--- config.mk ---
export PLATFORM = sky130hd
export DESIGN_NAME = clock_time_counter
export DESIGN_NICKNAME = d
export VERILOG_FILES = /design/src/rtl/clock_pkg.sv /design/src/rtl/clock_time_counter_bcd2_counter.sv /design/src/rtl/clock_time_counter.sv
export SDC_FILE = /design/constraint.sdc
export NUM_CORES = 1
export LEC_CHECK = 0
export ABC_AREA = 1
export CORE_MARGIN = 2
export CORE_UTILIZATION = 44
export DETAILED_ROUTE_END_ITERATION = 8
export GPL_TIMING_DRIVEN = 1
export HOLD_SLACK_MARGIN = 0.03
export PLACE_DENSITY = 0.62
export SLEW_MARGIN = 5
export SYNTH_ARGS = -nofsm -noshare
export SYNTH_HDL_FRONTEND = slang
export SYNTH_SLANG_ARGS = --single-unit
--- constraint.sdc ---
create_clock -name clk -period 2.43 [get_ports clk]
set_input_delay 0.486 -clock clk [delete_from_list [all_inputs] [get_ports clk]]
set_output_delay 0.486 -clock clk [all_outputs]
set_load 0.1 [all_outputs]
--- src/rtl/clock_pkg.sv ---
`default_nettype none
// ============================================================================
//  Module  : clock_pkg
//  Desc    : Shared mode encodings, BCD limits and BCD helper functions for
//            the time-of-day counter.
//  Rev     : 1.0  initial release
// ============================================================================
package clock_pkg;

    typedef enum logic [1:0] {
        MODE_RUN      = 2'b00,
        MODE_SET_HOUR = 2'b01,
        MODE_SET_MIN  = 2'b10
    } mode_t;

    localparam int SEC_MAX  = 59;
    localparam int MIN_MAX  = 59;
    localparam int HOUR_MAX = 23;

    // Binary 0-59 to a two-digit BCD pair {tens, units}.
    function automatic logic [7:0] bin2bcd(input int value);
        return {4'(value / 10), 4'(value % 10)};
    endfunction

    // Next value of a two-digit BCD counter whose terminal count is max_bcd.
    // Terminal count and any out-of-range value both go to 00.
    function automatic logic [7:0] bcd_step(input logic [7:0] value,
                                            input logic [7:0] max_bcd);
        logic [3:0] tens;
        logic [3:0] units;
        tens  = value[7:4];
        units = value[3:0];
        if ((value == max_bcd) || (units > 4'd9) || (tens > max_bcd[7:4]) ||
            ((tens == max_bcd[7:4]) && (units > max_bcd[3:0])))
            return 8'h00;
        else if (units == 4'd9)
            return {tens + 4'd1, 4'd0};
        else
            return {tens, units + 4'd1};
    endfunction

endpackage
`default_nettype wire

--- src/rtl/clock_time_counter_bcd2_counter.sv ---
`default_nettype none
// ============================================================================
//  Module  : bcd2_counter
//  Desc    : Two-digit BCD modulo-MOD counter with synchronous clear and a
//            carry that fires combinationally when inc hits terminal count.
//  Rev     : 1.0  initial release
// ============================================================================
module bcd2_counter
    import clock_pkg::*;
#(
    parameter int MOD = 60
) (
    input  logic       clk,
    input  logic       rst_n,
    input  logic       clr,
    input  logic       inc,
    output logic [3:0] tens,
    output logic [3:0] units,
    output logic       carry
);

    localparam logic [7:0] MAX_BCD = bin2bcd(MOD - 1);

    // Digit pair register: clear has priority over increment.
    always_ff @(posedge clk or negedge rst_n) begin
        if (!rst_n)
            {tens, units} <= 8'h00;
        else if (clr)
            {tens, units} <= 8'h00;
        else if (inc)
            {tens, units} <= bcd_step({tens, units}, MAX_BCD);
    end

    assign carry = inc && !clr && ({tens, units} == MAX_BCD);

endmodule
`default_nettype wire

--- src/rtl/clock_time_counter.sv ---
`default_nettype none
// ============================================================================
//  Module  : clock_time_counter
//  Desc    : 24 h BCD time-of-day counter with 1 Hz prescaler and a two-key
//            set mode (RUN -> SET_HOUR -> SET_MIN -> RUN).
//            Optional macro CLOCK_ALARM_EN adds the ALARM_HOUR/ALARM_MIN
//            parameters and the registered alarm output.
//  Rev     : 1.0  initial release
// ============================================================================
module clock_time_counter
    import clock_pkg::*;
#(
    parameter int CLK_FREQ   = 50_000_000
`ifdef CLOCK_ALARM_EN
    ,
    parameter int ALARM_HOUR = 7,
    parameter int ALARM_MIN  = 0
`endif
) (
    input  logic       clk,
    input  logic       rst_n,
    input  logic       key_mode,
    input  logic       key_inc,
    output logic [3:0] s0,
    output logic [3:0] s1,
    output logic [3:0] m0,
    output logic [3:0] m1,
    output logic [3:0] h0,
    output logic [3:0] h1,
    output logic [1:0] mode,
    output logic       sec_pulse
`ifdef CLOCK_ALARM_EN
    ,
    output logic       alarm
`endif
);

    localparam int              PW         = (CLK_FREQ > 1) ? $clog2(CLK_FREQ) : 1;
    localparam logic [PW-1:0]   PRESC_LAST = PW'(CLK_FREQ - 1);

    mode_t         state;
    mode_t         next_state;
    logic [PW-1:0] presc;
    logic          tick;
    logic          set_inc;
    logic          sec_clr;
    logic          sec_carry;
    logic          min_carry;
    logic          min_inc;
    logic          hour_inc;

    // Mode state register.
    always_ff @(posedge clk or negedge rst_n) begin
        if (!rst_n)
            state <= MODE_RUN;
        else
            state <= next_state;
    end

    // Mode sequencing on key_mode.
    always_comb begin
        next_state = state;
        if (key_mode) begin
            case (state)
                MODE_RUN:      next_state = MODE_SET_HOUR;
                MODE_SET_HOUR: next_state = MODE_SET_MIN;
                MODE_SET_MIN:  next_state = MODE_RUN;
                default:       next_state = MODE_RUN;
            endcase
        end
    end

    assign mode = state;

    // Prescaler runs only in RUN; held at 0 while setting, so the first tick
    // after returning to RUN is a full CLK_FREQ cycles away.
    always_ff @(posedge clk or negedge rst_n) begin
        if (!rst_n)
            presc <= '0;
        else if (state != MODE_RUN || tick)
            presc <= '0;
        else
            presc <= presc + 1'b1;
    end

    assign tick = (state == MODE_RUN) && (presc == PRESC_LAST);

    // sec_pulse lands on the same edge the digits advance.
    always_ff @(posedge clk or negedge rst_n) begin
        if (!rst_n)
            sec_pulse <= 1'b0;
        else
            sec_pulse <= tick;
    end

    // A mode change swallows a coincident key_inc.
    assign set_inc  = key_inc && !key_mode;
    assign sec_clr  = (state == MODE_RUN) && key_mode;
    assign min_inc  = sec_carry || ((state == MODE_SET_MIN) && set_inc);
    // Minute roll-over reaches the hours only while running.
    assign hour_inc = ((state == MODE_RUN) && min_carry) ||
                      ((state == MODE_SET_HOUR) && set_inc);

    bcd2_counter #(.MOD(SEC_MAX + 1)) u_sec (
        .clk   (clk),
        .rst_n (rst_n),
        .clr   (sec_clr),
        .inc   (tick),
        .tens  (s1),
        .units (s0),
        .carry (sec_carry)
    );

    bcd2_counter #(.MOD(MIN_MAX + 1)) u_min (
        .clk   (clk),
        .rst_n (rst_n),
        .clr   (1'b0),
        .inc   (min_inc),
        .tens  (m1),
        .units (m0),
        .carry (min_carry)
    );

    bcd2_counter #(.MOD(HOUR_MAX + 1)) u_hour (
        .clk   (clk),
        .rst_n (rst_n),
        .clr   (1'b0),
        .inc   (hour_inc),
        .tens  (h1),
        .units (h0),
        .carry ()
    );

`ifdef CLOCK_ALARM_EN
    localparam logic [7:0] ALARM_H_BCD = bin2bcd(ALARM_HOUR);
    localparam logic [7:0] ALARM_M_BCD = bin2bcd(ALARM_MIN);
    localparam logic [7:0] MIN_BCD_MAX = bin2bcd(MIN_MAX);
    localparam logic [7:0] HR_BCD_MAX  = bin2bcd(HOUR_MAX);

    logic [7:0] min_next;
    logic [7:0] hour_next;

    // Look-ahead of the field values so alarm changes with the digit update.
    always_comb begin
        min_next  = min_inc  ? bcd_step({m1, m0}, MIN_BCD_MAX) : {m1, m0};
        hour_next = hour_inc ? bcd_step({h1, h0}, HR_BCD_MAX)  : {h1, h0};
    end

    // Alarm holds for the whole matching minute, only while running.
    always_ff @(posedge clk or negedge rst_n) begin
        if (!rst_n)
            alarm <= 1'b0;
        else
            alarm <= (next_state == MODE_RUN) && (hour_next == ALARM_H_BCD) &&
                     (min_next == ALARM_M_BCD);
    end
`endif

endmodule
`default_nettype wire

# Word-level counts from Yosys, hierarchy flattened
# Index checks and enable logic that the tools add are counted.
# op_classes
n_reduce_logical	35
magnitude_cmp	7
add_sub_neg	7
muxes	12
eq_ne	12
# ops
operator	n
8-bit 2-to-1 mux	6
26-bit by 1-bit adder with 26-bit output (second input constant)	1
26-bit equality test (second input constant)	1
26-bit 2-to-1 mux	1
4-bit by 1-bit adder with 4-bit output (second input constant)	6
8-bit by 7-bit equality test with 1-bit output (second input constant)	2
4-bit 2-to-1 mux	4
4-bit equality test (second input constant)	3
4-bit greater-than comparator (second input constant)	3
1-bit logical AND	12
1-bit logical OR	12
4-bit by 3-bit equality test with 1-bit output (second input constant)	2
8-bit by 6-bit equality test with 1-bit output (second input constant)	1
4-bit by 2-bit greater-than comparator with 1-bit output (second input constant)	2
4-bit by 3-bit greater-than comparator with 1-bit output (second input constant)	2
2-bit nonzero test	4
2-bit AND reduction	3
4-bit by 2-bit equality test with 1-bit output (second input constant)	1
2-bit one-hot mux with 2 select lines	1
3-bit nonzero test	1
2-bit by 1-bit equality test with 1-bit output (second input constant)	1
2-bit equality test (second input constant)	1
1-bit zero test	2
2-bit zero test	1
# totals
regBits	53
in_bits	4
out_inout_bits	27

# Logic depth before layout (Yosys ltp)
# logic_depth
depth_word	10
mapped_depth	13
depth_no_buf	13

# Hierarchy
# From an unflattened synthesis, not the netlist that was laid out.
# unflattened
hier_cells	460
area_unflattened_um2	3405.8
# modules_own_cells
module	cells_per_inst	n_inst	area_per_inst_um2	seq_area_each_um2
clock_time_counter	245	1	1747.9	725.7
bcd2_counter at u_min ...	75	2	566.8	200.2
bcd2_counter at u_hour	65	1	524.3	200.2

# Worst setup path after synthesis
# Ideal clock, no wire load.
# synth_path
path_kind	reg2reg
startpoint	register u_sec.tens[0]
endpoint	register u_min.tens[2]
stages_incl_launch_ff	9
slack_ns	0.083
period_less_slack_ns	2.347
required_time_ns	2.300
t_arrival_ns	2.217
cell_sequence	dfrtp_1 ha_1 nor3b_1 nor2b_1 nand4_2 nand2_4 o21ai_0 nand2_1 o21ai_0
# synth_between
elab_chain_len	4
# synth_rtl
element	line	source
from (decl)	clock_time_counter_bcd2_counter.sv:17	output logic [3:0] tens,
from (signal assigned)	clock_time_counter_bcd2_counter.sv:31	{tens, units} <= bcd_step({tens, units}, MAX_BCD);
8-bit by 7-bit equality test with 1-bit output	clock_time_counter_bcd2_counter.sv:34	assign carry = inc && !clr && ({tens, units} == MAX_BCD);
1-bit logical AND	clock_time_counter_bcd2_counter.sv:34	
1-bit logical OR	clock_time_counter.sv:99	assign min_inc = sec_carry || ((state == MODE_SET_MIN) && set_inc);
2-bit AND reduction (no line)	n/a	
to (signal assigned)	clock_time_counter_bcd2_counter.sv:31	
to (decl)	clock_time_counter_bcd2_counter.sv:17	
# Every way passes these cells.
# A chain may end at the register's enable or synchronous reset.

# Worst setup path in the final report
# layout_path
startpoint	register u_sec.tens[1]
endpoint	register u_hour.tens[2]
# layout_between
elab_chain_len	7
# layout_rtl
element	line	source
8-bit by 7-bit equality test with 1-bit output	clock_time_counter_bcd2_counter.sv:34	
1-bit logical AND	clock_time_counter_bcd2_counter.sv:34	
1-bit logical OR	clock_time_counter.sv:99	
1-bit logical AND	clock_time_counter_bcd2_counter.sv:34	
1-bit logical AND	clock_time_counter.sv:101	assign hour_inc = ((state == MODE_RUN) && min_carry) ||
1-bit logical OR	clock_time_counter.sv:101	
2-bit AND reduction (no line)	n/a	
to (signal assigned)	clock_time_counter_bcd2_counter.sv:31	
to (decl)	clock_time_counter_bcd2_counter.sv:17	
# Every way passes these cells.

==> results.toml <==
[logic_synthesis]
synthesis.nets = 380
syn_area_per_cell_um2 = 7.93
synth-main-ff-cell = "dfrtp_1"
synth.area.top_cells = "dfrtp_1 46%, nand2_1 8.6%, inv_1 7.0%"
yosys_register_bits = 53
synth_area_um2 = 2910
synth_sequential_area_ratio_pct = 45.6
synth_commonest_cells = "67 x nand2_1, 54 x inv_1, 54 x nor2_1, 53 x dfrtp_1, 22 x nand3_1"
synth_top_area_share_pct = 45.6
synth_edf_count = 0
synth_cells = 367
synth_most_common_cell = "nand2_1"
yosys.area.top_type = "dfrtp_1"
synthArstFlopShare_pct = 100
yosys_warnings = 0
ys_types = 34

[outcome]
status = "finished clean"

[sta]
setup_viol = 0
fin_worst_skew_ns = 0.0154
rsz0062_at_grt = "false"
fmax_mhz = 499
tightest_slew_ns = 0.578
setup_ws_ns = 0.428
fin_crit_sh_pct = 82.4
finalHoldViolations = 0
tns_ns = 0
relSlewSlack_pct = 61.1
min_period_ns = 2.00
drv_slew = 0

[clock_network]
cts_buffer_depth = 2
cts_setup_buffers = 0
cts_sinks = 53
clk_pin_slew_ns = 0.11
htreeDepth = 2
cts_tree = "built"
root_buffer = "clkbuf_8"
holdBufCountCts = 0
clk_latency_ns = 0.31
cts_resized = 0
numCtsBuffers = 5

[final_layout]
antenna_cells = 0
drive_gt1_share_pct = 14.1
instances_no_fill = 481
area_growth_pct = 15.3
finalNetCount = 416

[detailed_routing]
wl_mm = 6.02
drtPass1Iterations = 5
viasPerCell = 5.05
post_drt_wl_per_cell_um = 12.5
antenna_left = 0
num_vias = 2428
drtIter0Drc = 96
drc = 0

[setup_path]
crit_fanout = 12
cpMaxStageDelayCell = "dfrtp_1"
crit_type = "register to register"
cpPeakStageDelay_ns = 0.43
reg2reg_setup_slack_ns = 0.43
required_ns = 2.65
crit_path_frequent_cell = "nand2_1"
path_cells = "inv_1 > ha_1 > nor3b_1 > nor2b_1 > nand4_2 > nand2_4 > nand2_2 > nand2_2 > nand2_1 > nand2_1 > nand2_1"
arrival_ns = 2.22
cp-end-kind = "register"
critPathLaunchType = "register"

[pwr]
power.switching_uw = 1680
irDropWorstVdd_mv = 0.917
switching_share_pct = 50.7
p_total_uw = 3320
p_int_uw = 1640
p_per_area_nw_per_um2 = 990
seqPwrFrac_pct = 34.6
leakagePower_uw = 0.00161
p_comb_share_pct = 47.1
clockPowerShare_pct = 18.3

[grt]
grt_pass1_vias = 2346
antenna_found_initial = 0
grt_usage_pct = 17.7
grt_max_degree = 31
grt_pass1_wl_mm = 10.5
grt_overflow = 0

[floorplan]
ioPinCount = 31
die-area_um2 = 7280
initial_utilization_pct = 45.6
num_rows = 29
die_x_um = 85.3
coreArea_um2 = 6390
fp.dieH_um = 85.3

[flow_run]
drv_cap = 0

[placed_design]
dp_hpwl_mm = 4.44
io_buffers = 30
gp_congestion = 0.794
place_ws_ns = 0.376
placedCellCount = 473

[worst_hold_path]
hold_path_class = "input port to async pin"
## final timing paths
path / from / endpoint / cells after the start
setup / recovery: u_sec.tens[1] / u_hour.tens[2] / 11
hold / removal: rst_n / presc[3] / 1
setup reg to reg: u_sec.tens[1] / u_hour.tens[2] / 11
hold reg to reg: presc[0] / presc[0] / 1
max in group asynchronous: rst_n / presc[2] / 2
min in group clk: presc[0] / presc[0] / 1
## registers in the layout (all words and copies together), names as in the netlist
name	cells
u_sec.tens	4
u_hour.tens	4
presc	26
mode	2
sec_pulse	1
u_min.units	4
u_sec.units	4
u_hour.units	4
u_min.tens	4
## power by group through the flow
stage               registers (uW)  clock network, uW  logic, uW
floorplan                     1900                  0        471
global placement              1160                  0       1560
detailed placement            1160                  0       1570
CTS                           1150                624       1580
global route                  1170                659       1680
finish                        1150                608       1570
## layer usage
metal	track usage (%)	up-vias	routed length [um]
met1	24.0	1124	2960
li1	-	1257	-
met4	5.05	0	86
met3	3.60	8	210
met5	0	-	0
met2	28.9	39	2760
## cell usage in the layout, fill, tap and decap left out, types with 2 or more instances in the layout
master and instances:
a211oi_1 3, a21boi_0 3, a21oi_1 18, a22oi_1 2, a31oi_1 3, buf_4 28, clkbuf_8 5, clkdlybuf4s50_1 2
dfrtp_1 53, ha_1 9, inv_1 54, nand2_1 67, nand2_2 7, nand3_1 22, nand3_2 2, nand4_1 6
nor2_1 54, nor2_4 4, nor3_1 11, nor4_1 4, o21ai_0 21, o31ai_1 2, xnor2_1 2, xor2_1 6
## logic make-up (layout without fill, tap and decap cells)
kind of cell,after synthesis,in the layout,synth area share [%]
fa+ha+maj,9,9,3.87
simple gates,184,184,29.2
buf+inv,57,94,7.70
xor+xnor,8,8,2.41
mux,1,1,0.387
flops,53,53,45.6
compound gates,55,55,10.8
## stage by stage
| stage | hold slack (ns) | instance area (um2) | util (%) |
|---|---|---|---|
| 3_5_place_dp | 0.461 | 3240 | 50.7 |
| 5_1_grt | 0.215 | 3360 | 52.5 |
| 6_report | 0.162 | 3360 | 52.5 |
| 4_1_cts | 0.178 | 3360 | 52.5 |
| 2_1_floorplan | 0.190 | 2910 | - |
| 3_3_place_gp | 0.455 | 3240 | 50.7 |
## worst max-delay path: cells and delay by family, from the launching register on
family	cells	cell delay, ns
and+or+nand+nor	9	1.23
DFF	1	0.43
adders and majority gates	1	0.15
buffers and inverters	1	0.09
## cell type report
type / count / area (um2)
repair buffers: 32 / 255
fillers: 615 / 3030
multi-input cells: 257 / 1360
clock buffers: 5 / 68.8
flip-flops and latches: 53 / 1330
clock inverters: 3 / 46.3
inverters: 54 / 203
well taps: 77 / 96.3
(Power assumes the default switching activity.)
